==> config.mk <==
export PLATFORM = sky130hd
export DESIGN_NAME = logic_unit_arbiter_flat
export DESIGN_NICKNAME = d
export VERILOG_FILES = /design/src/rtl/logic_unit_arbiter_if.sv /design/src/rtl/logic_unit_arbiter.sv /design/src/flat_wrapper.sv
export SDC_FILE = /design/constraint.sdc
export NUM_CORES = 1
export LEC_CHECK = 0
export CORE_MARGIN = 3
export CORE_UTILIZATION = 48
export CTS_CLUSTER_SIZE = 30
export DETAILED_ROUTE_END_ITERATION = 12
export PLACE_DENSITY = 0.79
export SYNTH_ARGS = -nofsm -noshare
export SYNTH_HDL_FRONTEND = slang
export SYNTH_SLANG_ARGS = --single-unit
==> constraint.sdc <==
create_clock -name clk -period 2.11 [get_ports clk]
set_clock_uncertainty 0.2 [all_clocks]
set_input_delay 0.422 -clock clk [delete_from_list [all_inputs] [get_ports clk]]
set_output_delay 0.422 -clock clk [all_outputs]
set_load 0.01 [all_outputs]
==> src/rtl/logic_unit_arbiter_if.sv <==
// Request/result bus for the shared logic unit.
//   Requester A: a_valid, a_ready, a_op, a_x, a_y
//   Requester B: b_valid, b_ready, b_op, b_x, b_y
//   Result     : res_valid, res_ready, res_data, res_id (0 = A, 1 = B)
// The slave modport is the arbiter side; master is the requester/consumer side.
interface logic_unit_arbiter_if #(
   parameter int WIDTH = 4
);
   logic             a_valid;
   logic             a_ready;
   logic [1:0]       a_op;
   logic [WIDTH-1:0] a_x;
   logic [WIDTH-1:0] a_y;
   logic             b_valid;
   logic             b_ready;
   logic [1:0]       b_op;
   logic [WIDTH-1:0] b_x;
   logic [WIDTH-1:0] b_y;
   logic             res_valid;
   logic             res_ready;
   logic [WIDTH-1:0] res_data;
   logic             res_id;

   modport slave (
      input  a_valid, a_op, a_x, a_y,
      input  b_valid, b_op, b_x, b_y,
      input  res_ready,
      output a_ready, b_ready,
      output res_valid, res_data, res_id
   );

   modport master (
      output a_valid, a_op, a_x, a_y,
      output b_valid, b_op, b_x, b_y,
      output res_ready,
      input  a_ready, b_ready,
      input  res_valid, res_data, res_id
   );
endinterface

==> src/rtl/logic_unit_arbiter.sv <==
// Shares one WIDTH-bit bitwise logic unit (AND/OR/XOR/NOT) between two
// requesters with round-robin arbitration and a three-state
// capture/execute/hold sequence.
// Ports:
//   clk        rising-edge clock
//   rst_n      asynchronous active-low reset
//   bus        request/result bus (slave side)
//   a_done_cnt saturating count of results accepted for A
//   b_done_cnt saturating count of results accepted for B
module logic_unit_arbiter #(
   parameter int WIDTH = 4,
   parameter int CNT_W = 8
) (
   input  logic                 clk,
   input  logic                 rst_n,
   logic_unit_arbiter_if.slave  bus,
   output logic [CNT_W-1:0]     a_done_cnt,
   output logic [CNT_W-1:0]     b_done_cnt
);

   typedef enum logic [1:0] {
      IDLE = 2'd0,
      EXEC = 2'd1,
      HOLD = 2'd2
   } state_t;

   state_t           state;
   logic             last_gnt;   // owner of the last accepted result: 0 = A, 1 = B
   logic [1:0]       op_p0;
   logic [WIDTH-1:0] x_p0;
   logic [WIDTH-1:0] y_p0;
   logic             id_p0;
   logic             gnt_a;
   logic             gnt_b;

   function automatic logic [WIDTH-1:0] logic_op(input logic [1:0]       op,
                                                 input logic [WIDTH-1:0] x,
                                                 input logic [WIDTH-1:0] y);
      logic [WIDTH-1:0] r;
      case (op)
         2'b00:   r = x & y;
         2'b01:   r = x | y;
         2'b10:   r = x ^ y;
         default: r = ~x;
      endcase
      return r;
   endfunction

   function automatic logic [CNT_W-1:0] sat_inc(input logic [CNT_W-1:0] c);
      return (&c) ? c : c + {{(CNT_W-1){1'b0}}, 1'b1};
   endfunction

   // Grant only in IDLE. When both request, the side that did not own the
   // last accepted result wins; last_gnt resets to B so A wins first.
   always_comb begin
      gnt_a = 1'b0;
      gnt_b = 1'b0;
      if (state == IDLE) begin
         if (bus.a_valid && (!bus.b_valid || last_gnt))
            gnt_a = 1'b1;
         else if (bus.b_valid)
            gnt_b = 1'b1;
      end
   end

   assign bus.a_ready = gnt_a;
   assign bus.b_ready = gnt_b;

   always_ff @(posedge clk or negedge rst_n) begin
      if (!rst_n) begin
         state         <= IDLE;
         last_gnt      <= 1'b1;
         op_p0         <= 2'b00;
         x_p0          <= '0;
         y_p0          <= '0;
         id_p0         <= 1'b0;
         bus.res_valid <= 1'b0;
         bus.res_data  <= '0;
         bus.res_id    <= 1'b0;
         a_done_cnt    <= '0;
         b_done_cnt    <= '0;
      end else begin
         case (state)
            // capture stage: latch the granted request
            IDLE: begin
               if (gnt_a || gnt_b) begin
                  op_p0 <= gnt_b ? bus.b_op : bus.a_op;
                  x_p0  <= gnt_b ? bus.b_x  : bus.a_x;
                  y_p0  <= gnt_b ? bus.b_y  : bus.a_y;
                  id_p0 <= gnt_b;
                  state <= EXEC;
               end
            end
            // execute stage: compute and present the result
            EXEC: begin
               bus.res_data  <= logic_op(op_p0, x_p0, y_p0);
               bus.res_id    <= id_p0;
               bus.res_valid <= 1'b1;
               state         <= HOLD;
            end
            // hold stage: keep the result until the consumer takes it
            HOLD: begin
               if (bus.res_ready) begin
                  bus.res_valid <= 1'b0;
                  if (bus.res_id)
                     b_done_cnt <= sat_inc(b_done_cnt);
                  else
                     a_done_cnt <= sat_inc(a_done_cnt);
                  last_gnt <= bus.res_id;
                  state    <= IDLE;
               end
            end
            default: state <= IDLE;
         endcase
      end
   end

endmodule

==> src/flat_wrapper.sv <==
// flat-port wrapper written by rule: the top's interface ports become plain ports
module logic_unit_arbiter_flat 
#(
   parameter int WIDTH = 4,
   parameter int CNT_W = 8
)
  (clk, rst_n, a_done_cnt, b_done_cnt, bus_a_valid, bus_a_op, bus_a_x, bus_a_y, bus_b_valid, bus_b_op, bus_b_x, bus_b_y, bus_res_ready, bus_a_ready, bus_b_ready, bus_res_valid, bus_res_data, bus_res_id);
  logic_unit_arbiter_if #(.WIDTH(WIDTH)) bus_i ();
  input  logic clk;
  input  logic rst_n;
  output logic [CNT_W-1:0] a_done_cnt;
  output logic [CNT_W-1:0] b_done_cnt;
  input wire logic [$bits(bus_i.a_valid)-1:0] bus_a_valid;
  input wire logic [$bits(bus_i.a_op)-1:0] bus_a_op;
  input wire logic [$bits(bus_i.a_x)-1:0] bus_a_x;
  input wire logic [$bits(bus_i.a_y)-1:0] bus_a_y;
  input wire logic [$bits(bus_i.b_valid)-1:0] bus_b_valid;
  input wire logic [$bits(bus_i.b_op)-1:0] bus_b_op;
  input wire logic [$bits(bus_i.b_x)-1:0] bus_b_x;
  input wire logic [$bits(bus_i.b_y)-1:0] bus_b_y;
  input wire logic [$bits(bus_i.res_ready)-1:0] bus_res_ready;
  output wire logic [$bits(bus_i.a_ready)-1:0] bus_a_ready;
  output wire logic [$bits(bus_i.b_ready)-1:0] bus_b_ready;
  output wire logic [$bits(bus_i.res_valid)-1:0] bus_res_valid;
  output wire logic [$bits(bus_i.res_data)-1:0] bus_res_data;
  output wire logic [$bits(bus_i.res_id)-1:0] bus_res_id;
  assign bus_i.a_valid = bus_a_valid;
  assign bus_i.a_op = bus_a_op;
  assign bus_i.a_x = bus_a_x;
  assign bus_i.a_y = bus_a_y;
  assign bus_i.b_valid = bus_b_valid;
  assign bus_i.b_op = bus_b_op;
  assign bus_i.b_x = bus_b_x;
  assign bus_i.b_y = bus_b_y;
  assign bus_i.res_ready = bus_res_ready;
  assign bus_a_ready = bus_i.a_ready;
  assign bus_b_ready = bus_i.b_ready;
  assign bus_res_valid = bus_i.res_valid;
  assign bus_res_data = bus_i.res_data;
  assign bus_res_id = bus_i.res_id;
  logic_unit_arbiter #(.WIDTH(WIDTH), .CNT_W(CNT_W)) u_core (.clk(clk), .rst_n(rst_n), .bus(bus_i), .a_done_cnt(a_done_cnt), .b_done_cnt(b_done_cnt));
endmodule
Yosys cells after proc, flatten, opt, wreduce, memory -nomap -nowiden
Index checks and enable logic that the tools add are counted.
- flip-flop bits (word level): 36
- latch bits: 0
- bits in writable memories: 0
- bits in read-only memories: 0
- input port bits: 25
- output and inout port bits: 24
- word-level logic and storage cells: 55
- memories kept: 0
- $add $sub $neg: 2
- multiply operators: 0
- div/mod/pow operators: 0
- magnitude comparators: 0
- eq/ne operators: 6
- shifts and indexed selects: 0
- muxes and demuxes: 14
- bitwise operators: 7
- reduce and logical (&&, ||, !) cells: 15
- operators with widths (kind ; number):
    8-bit by 1-bit adder with 8-bit output, second input constant ; 2
    8-bit AND reduction ; 2
    4-bit one-hot mux with 3 select lines ; 1
    4-bit 2-to-1 mux ; 2
    2-bit AND reduction ; 4
    4-bit AND reduction ; 2
    1-bit 2-to-1 mux ; 6
    2-bit 2-to-1 mux ; 3
    2-bit one-hot mux with 3 select lines ; 1
    4-bit AND ; 1
    2-bit by 1-bit == test with 1-bit output, second input constant ; 2
    2-bit == test, second input constant ; 2
    2-bit logical NOT ; 2
    2-bit inequality test, second input constant ; 2
    4-bit inverter ; 1
    4-bit OR ; 1
    4-bit bitwise XOR ; 1
    1-bit inverter ; 3
    1-bit logical OR ; 2
    1-bit one-hot mux with 2 select lines ; 1
    2-bit nonzero test ; 1
    1-bit logical AND ; 1
    1-bit logical NOT ; 1

Depth between registers and ports, before layout
- depth in word-level cells: 8
- mapped depth: 5
- mapped depth without buffers: 5

Least setup slack after synthesis
OpenSTA, ideal clock, no wires.
- path type: reg2reg
- from: register u_core.state[0]
- to: register u_core.b_done_cnt[7]
- setup time: 0.128 ns
- arrival time: 1.387 ns
- required time: 1.782 ns
- slack: 0.395 ns
- cell stages (with the launch flop): 6
- path buffers: 1
- clock period less this slack: 1.715 ns
- cells stage by stage: dfrtp_1 > and4b_1 > buf_4 > nand4_4 > nor3_2 > mux2_1
- longest elaborated chain between the ends: 2
- RTL lines (what ; RTL line ; text):
    start: declaration ; logic_unit_arbiter.sv:27 ; state_t state;
    start signal: assignment ; logic_unit_arbiter.sv:71 ; state <= IDLE;
    start signal: assignment ; logic_unit_arbiter.sv:91 ; state <= EXEC;
    start signal: assignment ; logic_unit_arbiter.sv:99 ; state <= HOLD;
    2-bit == test ; logic_unit_arbiter.sv:83 ; case (state)
    4-bit AND reduction (no source line) ; - ;
    end signal: assignment ; logic_unit_arbiter.sv:106 ; b_done_cnt <= sat_inc(b_done_cnt);
    end: declaration ; logic_unit_arbiter.sv:18 ; output logic [CNT_W-1:0] b_done_cnt
No other way between the ends.
A chain may end at the register's enable or synchronous reset.

Final worst setup path
- from: register u_core.state[1]
- to: output bus_b_ready
- longest elaborated chain between the ends: 2
- RTL lines (what ; RTL line ; text):
    2-bit logical NOT ; logic_unit_arbiter.sv:58 ; if (state == IDLE) begin
    1-bit 2-to-1 mux ; logic_unit_arbiter.sv:58 ;
    end: declaration ; flat_wrapper.sv:23 ; output wire logic [$bits(bus_i.b_ready)-1:0] bus_b_ready;
No other way between the ends.

==> flow_summary_export.csv <==
group,metric,value,unit
setup_path,max_stage_delay,0.46,ns
power_and_ir_drop,power.leakage,0.00119,µW
routing,first_iter_violations,71,
place,io_buffers,48,
sta,setup_tns,0,ns
global_routing,grt_pass1_wl,6710,µm
synth,syn_area,0.00188,mm²
setup_path,cp-start-kind,"flip-flop",
synth,ys_ff_latch,36,
finish,postLayoutCoreUtil,69.6,%
cts,post-cts-setup-buffers,0,
finish,drive_above_1_share,15.9,%
synth,synth-edff-count,0,
setup_path,worst_ep_required_time,1.49,ns
synth,synth.area.top_cells,"dfrtp_1 (47%), ha_1 (6.7%), mux2_2 (4.8%)",
power_and_ir_drop,switchingPower,1120,µW
die,io_pins,49,
power_and_ir_drop,power,3250,µW
synth,yosysWarningCount,0,
power_and_ir_drop,powerDensity,1260,mW/mm²
die,start_util,50.6,%
synth,synth_seq_area_share,48.0,%
power_and_ir_drop,combinationalPowerShare,43.5,%
global_routing,grt_pass1_vias,1554,
power_and_ir_drop,p_clk_share,18.6,%
die,die-area,0.00470,mm²
outcome,outcome,"finished clean",
cts,htree_levels,2,
cts,cts_tree,"built",
die,core-area,0.00372,mm²
finish,final_nets,260,
die,die_h,68.6,µm
sta,fmax,490,MHz
sta,finalHoldViolations,0,
setup_path,path_class,"reg2out",
global_routing,antenna_found_initial,0,
synth,syn_area_per_cell,11.4,µm²
power_and_ir_drop,p_seq_share,37.9,%
synth,synthDominantCellAreaShare,46.6,%
routing,routed_wl,4030,µm
finish,diodes,0,
synth,synth_flop_cell,"dfrtp_1",
run,max_cap_violations,0,
setup_path,path_max_fanout,6,
global_routing,grt_overflow_total,0,
finish,area_growth,37.7,%
setup_path,crit_arrival,1.42,ns
cts,tritoncts.num_buffers,5,
global_routing,grtUsageTotal,19.6,%
routing,wl_per_cell,14.7,µm
routing,viasPerCell,5.46,
routing,drc_errors,0,
sta,report.final.slew_viol_count,0,
global_routing,grt_max_degree,37,
power_and_ir_drop,netSwitchingFraction,34.3,%
worst_hold_path,hold_class,"reg2reg",
sta,tightestPinTransition,0.447,ns
sta,fin_crit,2.04,ns
cts,clk_pin_slew,0.07,ns
synth,syn_inst,165,
cts,cts-root-buf,"clkbuf_8",
setup_path,cp_cell_sequence,"nor2_4 -> nand2_1 -> a21oi_1 -> dlygate4sd2_1",
routing,vias,1497,
sta,max-slew-margin-rel,70.2,%
cts,clk_path_buf_depth,2,
die,placementRows,22,
setup_path,end_kind,"output pin",
setup_path,cpMaxStageDelayCell,"dfrtp_2",
routing,drt_first_pass_iters,4,
power_and_ir_drop,p_int,2130,µW
power_and_ir_drop,vdd_drop_max,0.814,mV
sta,timing.final.crit_share,96.7,%
cts,clock-sinks,36,
die,die_w,68.6,µm
synth,syn-num-nets,200,
routing,drtAntennaViolNets,0,
place,place_congestion,0.756,
synth,ys_async_sr_fraction,100,%
sta,finalSetupViolCount,0,
synth,synth_top_cell_by_area,"dfrtp_1",
cts,clock_latency,0.29,ns
sta,rsz0062_at_grt,"false",
synth,yosys.cell_types.count,36,
place,dp_hpwl,3070,µm
[per-stage QoR]
step                std cells  instance area, µm²  hold slack [ns]  setup WS [ns]
floorplan                 165                1880          -0.0736          0.395
global placement          266                2470            0.281         -0.208
detailed placement        266                2470            0.293         -0.212
CTS                       274                2590            0.313         0.0426
global route              274                2590            0.335        0.00786
finish                    274                2590            0.316         0.0695
[critical path: cells and delay by family, from the launching register on]
| kind | cells | cell delay (ns) |
|---|---|---|
| AOI/OAI and AO/OA | 1 | 0.15 |
| buffers and inverters | 1 | 0.29 |
| DFF | 1 | 0.46 |
| and+or+nand+nor | 2 | 0.22 |
[flip-flops by register name, summed over array words and instances, names as in the netlist]
signal / count
u_core.y_p0: 4
u_core.last_gnt: 1
u_core.bus.res_id: 1
u_core.op_p0: 2
u_core.b_done_cnt: 8
u_core.state: 2
u_core.bus.res_data: 4
u_core.bus.res_valid: 1
u_core.a_done_cnt: 8
u_core.x_p0: 4
u_core.id_p0: 1
[power by group through the flow]
| stage | registers, µW | clock network (µW) | logic (µW) |
|---|---|---|---|
| floorplan | 1240 | 0 | 795 |
| global placement | 1210 | 0 | 1360 |
| detailed placement | 1230 | 0 | 1420 |
| CTS | 1230 | 613 | 1440 |
| global route | 1270 | 640 | 1570 |
| finish | 1230 | 604 | 1410 |
[cell usage after synthesis (4+ instances only)]
| master | n |
|---|---|
| nand3_1 | 4 |
| xnor2_1 | 5 |
| mux4_2 | 4 |
| mux2_2 | 8 |
| inv_1 | 16 |
| ha_1 | 10 |
| nand2_1 | 10 |
| o2bb2ai_1 | 8 |
| nor2_1 | 7 |
| and3_1 | 4 |
| a21oi_1 | 6 |
| o21ai_0 | 4 |
| a21o_1 | 8 |
| dfrtp_1 | 35 |
[placed cells by master (no fill, tap or decap), types with 4 or more instances in the layout]
cell             netlist  final
a21o_1                 8      8
a21oi_1                6      6
ha_1                  10     10
dfrtp_1               35     34
clkbuf_8               0      5
buf_4                  1     10
o21ai_0                4      4
nor2_1                 7      6
inv_1                 16     16
xnor2_1                5      5
nand3_1                4      4
and3_1                 4      4
clkdlybuf4s50_1        0     46
o2bb2ai_1              8      8
mux4_2                 4      4
mux2_2                 8      8
nand2_1               10     10
[kinds of logic (layout without fill, tap and decap cells)]
family          count (synthesis)  in the layout  share of synthesized area, %
simple gates                   42             42                          13.4
flops                          36             36                          48.0
compound gates                 35             35                          13.2
buf+inv                        21             82                          4.59
mux                            16             16                          11.8
fa+ha+maj                      10             10                          6.66
xor+xnor                        5              5                          2.33
[routing by layer]
layer / up-vias / GRT usage, % / wire, µm
met5: - / 0 / 0
met4: 0 / 6.70 / 40
met3: 4 / 5.02 / 245
met2: 47 / 37.1 / 2120
met1: 738 / 20.8 / 1620
li1: 708 / - / -
[cell type report]
type                    instances  area, µm²
fillers                       300       1130
flip-flops and latches         36        903
multi-input cells             108        898
repair buffers                 58        554
clock buffers                   5       68.8
inverters                      16       60.1
well taps                      48       60.1
clock inverters                 3       42.5
[worst paths after layout]
check	startpoint	to	slack (ns)	cells past startpoint
max in group asynchronous	rst_n	u_core.last_gnt	1.02	2
hold / removal	u_core.id_p0	u_core.id_p0	0.32	2
min in group asynchronous	rst_n	u_core.b_done_cnt[5]	0.34	2
setup / recovery	u_core.state[1]	bus_b_ready	0.07	4
hold reg to reg	u_core.id_p0	u_core.id_p0	0.32	2
setup reg to reg	u_core.state[0]	u_core.b_done_cnt[7]	0.21	5
[timing repair]
action / 4_1_cts / 5_1_grt
resized for setup: 5 / 1
pin swaps: 0 / 0
hold buffers: 0 / 0
setup endpoints to repair: 2 / 1
Power figures use the tool's default switching activity.
